[config.mk]
export PLATFORM = sky130hd
export DESIGN_NAME = spi_slave_regwrite_flat
export DESIGN_NICKNAME = d
export VERILOG_FILES = /design/src/rtl/spi_slave_regwrite_if.sv /design/src/rtl/spi_slave_regwrite.sv /design/src/flat_wrapper.sv
export SDC_FILE = /design/constraint.sdc
export NUM_CORES = 1
export LEC_CHECK = 0
export ABC_AREA = 1
export BUFFER_PORTS_ARGS = -buffer_cell sky130_fd_sc_hd__buf_2
export CORE_MARGIN = 5
export CORE_UTILIZATION = 30
export CTS_CLUSTER_DIAMETER = 30
export DETAILED_ROUTE_END_ITERATION = 6
export PLACE_DENSITY_LB_ADDON = 0.05
export SYNTH_ARGS = -nofsm -noshare
export SYNTH_HDL_FRONTEND = slang
export SYNTH_SLANG_ARGS = --single-unit
export TNS_END_PERCENT = 1
[constraint.sdc]
create_clock -name clk -period 5.2 [get_ports clk]
set_input_delay 1.04 -clock clk [delete_from_list [all_inputs] [get_ports clk]]
set_output_delay 1.04 -clock clk [all_outputs]
set_load 0.005 [all_outputs]
[src/rtl/spi_slave_regwrite_if.sv]
// SPI pins plus the register-write port of the SPI write slave.
// The slave modport is the DUT view; master drives SPI and observes writes.
interface spi_slave_regwrite_if #(
    parameter int ADDR_W = 8,
    parameter int DATA_W = 8
);
    logic              cs;
    logic              sclk;
    logic              sdata;
    logic              we;
    logic [ADDR_W-1:0] waddr;
    logic [DATA_W-1:0] wdata;
    logic              err;
    logic              busy;

    modport master (
        output cs, sclk, sdata,
        input  we, waddr, wdata, err, busy
    );

    modport slave (
        input  cs, sclk, sdata,
        output we, waddr, wdata, err, busy
    );
endinterface

[src/rtl/spi_slave_regwrite.sv]
// SPI write-only slave: oversampled CS/SCLK/SDATA, LSB-first addr+data frame,
// issued as a one-cycle register write strobe (or an error pulse on a bad length).
module spi_slave_regwrite #(
    parameter int SYNC_STAGES = 2,
    parameter int ADDR_W      = 8,
    parameter int DATA_W      = 8
) (
    input logic                 clk,
    input logic                 rst,
    spi_slave_regwrite_if.slave bus
);
    localparam int          FRAME     = ADDR_W + DATA_W;
    localparam logic [4:0]  FRAME_CNT = 5'(FRAME);

    typedef enum logic {IDLE, ACTIVE} state_t;

    logic [SYNC_STAGES-1:0] cs_sync;
    logic [SYNC_STAGES-1:0] sclk_sync;
    logic [SYNC_STAGES-1:0] sd_sync;
    logic [SYNC_STAGES-1:0] fill;
    logic                   cs_s, sclk_s, sd_s;
    logic                   cs_d, sclk_d, sd_d;
    logic                   armed;
    logic                   cs_fall, cs_rise, sclk_rise;

    state_t                 state;
    logic [4:0]             cnt;
    logic [FRAME-1:0]       sr;
    logic                   we, err;
    logic [ADDR_W-1:0]      waddr;
    logic [DATA_W-1:0]      wdata;

    assign cs_s   = cs_sync[SYNC_STAGES-1];
    assign sclk_s = sclk_sync[SYNC_STAGES-1];
    assign sd_s   = sd_sync[SYNC_STAGES-1];

    // armed blocks the fake CS fall seen when CS is held low across reset
    always_ff @(posedge clk or posedge rst) begin
        if (rst) begin
            cs_sync   <= '1;
            sclk_sync <= '0;
            sd_sync   <= '0;
            fill      <= '0;
            cs_d      <= 1'b1;
            sclk_d    <= 1'b0;
            sd_d      <= 1'b0;
            armed     <= 1'b0;
            cs_fall   <= 1'b0;
            cs_rise   <= 1'b0;
            sclk_rise <= 1'b0;
        end else begin
            cs_sync   <= {cs_sync[SYNC_STAGES-2:0], bus.cs};
            sclk_sync <= {sclk_sync[SYNC_STAGES-2:0], bus.sclk};
            sd_sync   <= {sd_sync[SYNC_STAGES-2:0], bus.sdata};
            fill      <= {fill[SYNC_STAGES-2:0], 1'b1};
            cs_d      <= cs_s;
            sclk_d    <= sclk_s;
            sd_d      <= sd_s;
            armed     <= armed | (fill[SYNC_STAGES-1] & cs_s);
            cs_fall   <= armed & cs_d & ~cs_s;
            cs_rise   <= ~cs_d & cs_s;
            sclk_rise <= ~sclk_d & sclk_s;
        end
    end

    always_ff @(posedge clk or posedge rst) begin
        if (rst) begin
            state <= IDLE;
            cnt   <= '0;
            sr    <= '0;
            we    <= 1'b0;
            err   <= 1'b0;
            waddr <= '0;
            wdata <= '0;
        end else begin
            we  <= 1'b0;
            err <= 1'b0;
            unique case (state)
                IDLE: begin
                    if (cs_fall) begin
                        cnt   <= '0;
                        sr    <= '0;
                        state <= ACTIVE;
                    end
                end
                ACTIVE: begin
                    if (cs_rise) begin
                        state <= IDLE;
                        if (cnt == FRAME_CNT) begin
                            waddr <= sr[ADDR_W-1:0];
                            wdata <= sr[FRAME-1:ADDR_W];
                            we    <= 1'b1;
                        end else begin
                            err <= 1'b1;
                        end
                    end else if (sclk_rise) begin
                        sr <= {sd_d, sr[FRAME-1:1]};
                        if (cnt != 5'd31) cnt <= cnt + 5'd1;
                    end
                end
                default: state <= IDLE;
            endcase
        end
    end

    assign bus.we    = we;
    assign bus.err   = err;
    assign bus.waddr = waddr;
    assign bus.wdata = wdata;
    assign bus.busy  = (state == ACTIVE);
endmodule

[src/flat_wrapper.sv]
// flat-port wrapper written by rule: the top's interface ports become plain ports
module spi_slave_regwrite_flat 
#(
    parameter int SYNC_STAGES = 2,
    parameter int ADDR_W      = 8,
    parameter int DATA_W      = 8
)
  (clk, rst, bus_cs, bus_sclk, bus_sdata, bus_we, bus_waddr, bus_wdata, bus_err, bus_busy);
  spi_slave_regwrite_if #(.ADDR_W(ADDR_W), .DATA_W(DATA_W)) bus_i ();
  input logic clk;
  input logic rst;
  input wire logic [$bits(bus_i.cs)-1:0] bus_cs;
  input wire logic [$bits(bus_i.sclk)-1:0] bus_sclk;
  input wire logic [$bits(bus_i.sdata)-1:0] bus_sdata;
  output wire logic [$bits(bus_i.we)-1:0] bus_we;
  output wire logic [$bits(bus_i.waddr)-1:0] bus_waddr;
  output wire logic [$bits(bus_i.wdata)-1:0] bus_wdata;
  output wire logic [$bits(bus_i.err)-1:0] bus_err;
  output wire logic [$bits(bus_i.busy)-1:0] bus_busy;
  assign bus_i.cs = bus_cs;
  assign bus_i.sclk = bus_sclk;
  assign bus_i.sdata = bus_sdata;
  assign bus_we = bus_i.we;
  assign bus_waddr = bus_i.waddr;
  assign bus_wdata = bus_i.wdata;
  assign bus_err = bus_i.err;
  assign bus_busy = bus_i.busy;
  spi_slave_regwrite #(.SYNC_STAGES(SYNC_STAGES), .ADDR_W(ADDR_W), .DATA_W(DATA_W)) u_core (.clk(clk), .rst(rst), .bus(bus_i));
endmodule
Word level (Yosys, flattened, before mapping)
Index checks and enable logic that the tools add are counted.
{"block": "op_classes", "add_sub_neg": 1, "eq_ne": 6, "mux": 18, "n_bitwise": 10, "reduce_logical": 3}
{"cell": "two-way mux 16 bit", "count": 3}
{"cell": "case mux 16 bit (2 select lines)", "count": 1}
{"cell": "two-way mux 5 bit", "count": 4}
{"cell": "case mux 5 bit (2 select lines)", "count": 1}
{"cell": "two-way mux 1 bit", "count": 8}
{"cell": "AND reduction 3 bit", "count": 2}
{"cell": "adder 5 x 1 -> 5 bit (second input constant)", "count": 1}
{"cell": "AND 1 bit", "count": 5}
{"cell": "equality test 5 bit (second input constant)", "count": 1}
{"cell": "inequality test 5 bit (second input constant)", "count": 1}
{"cell": "inequality test 2 x 1 -> 1 bit (second input constant)", "count": 2}
{"cell": "inequality test 2 bit (second input constant)", "count": 2}
{"cell": "NOT 1 bit", "count": 4}
{"cell": "AND reduction 4 bit", "count": 1}
{"cell": "case mux 1 bit (2 select lines)", "count": 1}
{"cell": "bitwise OR 1 bit", "count": 1}
{"block": "word_totals", "ff_bits": 55}

Logic depth before layout (Yosys ltp)
{"block": "logic_depth", "word_depth": 5, "mapped_depth": 10}

Least setup slack after synthesis
OpenSTA, ideal clock, no wires.
{"block": "synth_path", "path_kind": "reg-to-output", "from": "register u_core.state (netlist: u_core.bus.busy)", "to": "output port bus_busy", "arrival_ps": 405, "t_required_ps": 4160, "setup_slack_ps": 3755, "path_stages_with_launch": 1, "n_path_buf": 0, "cell_sequence": "dfrtp_1"}
{"element": "start: declaration", "line": "spi_slave_regwrite.sv:26", "source": "state_t state;"}
{"element": "start signal: assignment", "line": "spi_slave_regwrite.sv:68", "source": "state <= IDLE;"}
{"element": "start signal: assignment", "line": "spi_slave_regwrite.sv:83", "source": "state <= ACTIVE;"}
{"element": "start signal: assignment", "line": "spi_slave_regwrite.sv:88", "source": "state <= IDLE;"}
{"element": "end: declaration", "line": "flat_wrapper.sv:19", "source": "output wire logic [$bits(bus_i.busy)-1:0] bus_busy;"}
No word-level cell between the ends.

Worst setup path in the final report
{"block": "layout_path", "from": "register u_core.state (netlist: u_core.bus.busy)", "to": "output port bus_busy"}
No word-level cell between the ends.

==> results.md <==
- Drt first pass iters: 4
- Crit path to: bus_busy
- Die Y: between 90 and 100 um
- Clock buffer depth: 2
- Final Worst Setup Slack: 2780 ps
- Antenna Nets Post-Route: 0
- Setup TNS Final: 0 ps
- Status: complete, no violations
- Vias in the first global route: 1321
- Worst slew pin tran: 954 ps
- Routed wire length: a little under 4000 um
- Total Die Area: 0.00890 mm2
- VDD IR max: 0.000114 V
- Critical Path RT: 4160 ps
- Residual DRC: 0
- Pin count of the biggest net entering global routing: 56
- Cts repair resizes: 0
- Cell Int Power: 0.000555 W
- CP top delay family: flip-flops
- Die W: around 94 um
- Routed via count: 1395
- Clock Latency Late Sink: approximately 310 ps
- Share of cells above drive strength 1: 16.0%
- Crit path arrival time: around 1400 ps
- Gate power share: under 10%
- Synthesis-to-finish area growth: 12.9%
- Grt ovf: 0
- YS warnings: 0
- Static leakage: 1.26 nW
- Kind of critical path: reg -> out
- H-tree depth: 2
- Crit Reg-Reg Startpoint: u_core.bus.busy
- Seq pwr share: 61.4%
- Crit-path max FO: 24
- Crit path launch type: flop
- Critical Path End Type: output pin
- Hold-fix buffers, CTS: 0
- Starting density of the core: between 30% and 40%
- Detailed placement HPWL: 2430 um
- Clk_skew: 9.61 ps
- # diodes: 0
- Gr usage total: 9.89%
- Final Wtd Congestion: 0.702
- Fmax: 0.413 GHz
- Worst path cell trace: buf_2
- Pwr per Cell Area: 316 mW/mm2
- Total Nets Final: 251
- Post-synthesis sequential area ratio: 64.7%
- Tmin final: ~2400 ps
- Post-Syn Instances: 220
- Io pins: 24
- Clock share of power: 30.9%
- Netlist Area Pre-Place: roughly 0.0021 mm2
- Crit path buf inv count: 1
- Syn_nets: about 230
- Pre-CTS WS: 3050 ps
- Net Sw Frac: between 20% and 30%
- Num rows: 30
- Worst path max stage delay: 840 ps
- Hold Path Class: reg -> reg
- Number of CTS-inserted buffers: 5
- Max-Cap Viols: 0
- Tot Pwr: between 0.0007 and 0.0008 W
- Slew headroom: about 36%
- Final number of hold-violating endpoints: 0
- TritonCTS clock tree: yes
- Core Box Area: 0.00687 mm2
- Sink Count: 55
- Unique masters post-synth: 22
- Global-route wire length before repair: between 6000 and 7000 um
- CP Depth: 1
- Switching power: between 0.0002 and 0.00025 W
- Final worst-path cycle share: 46.6%
- Worst-path clk slew: roughly 90 ps
- Vias/cell: 4.10
- Post-CTS setup buffer count: 0
- WL/cell: 11.6 um
- Input/output buffers: 23
- Reg-to-reg setup timing slack: 3100 ps
- Setup-failing EPs final: 0
- Filler cells: around 740
- Slowest cell on the critical path: dfrtp_1
- DR iter-0 viols: 48
- Unrepaired setup endpoints after global routing: no
- Fin. max-slew vios: 0
- Seq cells post-synth: 55
- Clk root buf: clkbuf_8
- Post-Syn Area per Cell: 9.70 um2
- Initial antenna violation count: 0
- RR Endpoint: u_core.sr[5]
- Worst Setup SP: u_core.bus.busy
- R2R cell count: 4
-- per-layer routing --
layer	track usage, %	up-vias	share of wire, %	wire length [um]
li1	-	737	-	-
met1	15.3	621	57	2250
met2	12.7	29	36	1420
met3	2.72	8	5.0	197
met4	3.97	0	1.7	65
met5	0	-	0	0
-- cells in the mapped netlist, drive strengths merged --
cell type   n  area (um2)
a21oi       1        5.00
buf         7        48.8
clkbuf      1        3.75
clkinv      1        3.75
conb        1        3.75
dfrtp      52        1300
dfstp       3        78.8
ha          3        37.5
inv        14        52.6
nand2      90         348
nand3       2        10.0
nand4       2        12.5
nor2        6        41.3
o21ai      36         180
or2         1        6.26
-- power groups by stage --
| stage | Clock [W] | Combinational [W] | Sequential, W |
|---|---|---|---|
| after floorplan | 0 | 0.0000590 | 0.000465 |
| after global placement | 0 | 0.0000602 | 0.000477 |
| after detailed placement | 0 | 0.0000612 | 0.000477 |
| after CTS | 0.000248 | 0.0000616 | 0.000469 |
| after global routing | 0.000269 | 0.0000705 | 0.000472 |
| final | 0.000235 | 0.0000590 | 0.000468 |
-- worst min-delay path by stage --
stage                   startpoint                  end  slack (ps)  cells after the start
3_5_place_dp     u_core.sd_sync[0]    u_core.sd_sync[1]         330                      0
3_3_place_gp   u_core.sclk_sync[0]  u_core.sclk_sync[1]         330                      0
5_1_grt          u_core.sd_sync[0]    u_core.sd_sync[1]         360                      0
4_1_cts          u_core.sd_sync[0]    u_core.sd_sync[1]         360                      0
2_1_floorplan       u_core.fill[0]       u_core.fill[1]         330                      0
6_report         u_core.sd_sync[0]    u_core.sd_sync[1]         360                      0
-- registers in the layout (all words and copies together) (netlist names) --
signal            count
u_core.sd_d           1
u_core.cs_fall        1
u_core.sd_sync        2
u_core.bus.busy       1
u_core.sclk_rise      1
u_core.cs_d           1
u_core.sclk_sync      2
u_core.bus.we         1
u_core.cnt            5
u_core.cs_sync        2
u_core.bus.err        1
u_core.bus.waddr      8
u_core.sr            16
u_core.armed          1
u_core.sclk_d         1
u_core.bus.wdata      8
u_core.fill           2
u_core.cs_rise        1
-- layout by cell type (no fill, tap or decap), types with 2 or more instances in the layout --
cell      synthesis  routed
nand2_1          88      88
dfrtp_1          52      52
o21ai_1          35      35
buf_2             3      23
inv_1            14      13
clkbuf_8          0       5
nor2_1            4       4
ha_1              3       3
dfstp_2           3       3
nand4_1           2       2
nand3_1           2       2
-- through the flow --
step	hold slack, ps	util, %	cells	area (um2)
finish	356	35.1	340	2410
global route	365	35.1	340	2410
CTS	358	35.1	340	2410
detailed placement	335	33.8	332	2320
global placement	333	33.8	332	2320
floorplan	331	-	220	2130
-- layout make-up --
cell class	count	area (um2)	share of cell area (%)
Timing Repair Buffer	24	123	5.09
Clock inverter	2	12.5	0.519
Multi-Input combinational cell	142	644	26.8
Tap cell	96	120	4.99
Sequential cell	55	1380	57.3
Clock buffer	6	72.6	3.01
Inverter	15	56.3	2.34
-- cells by family (layout without fill, tap and decap cells) --
kind of cell | count (synthesis) | in the layout | share of synthesized area, %
compound gates | 37 | 37 | 8.68
fa+ha+maj | 3 | 3 | 1.76
buf+inv | 23 | 47 | 5.10
flops | 55 | 55 | 64.7
other cells | 1 | 1 | 0.176
simple gates | 101 | 101 | 19.6
No activity file was read; power rests on OpenSTA's default activity.
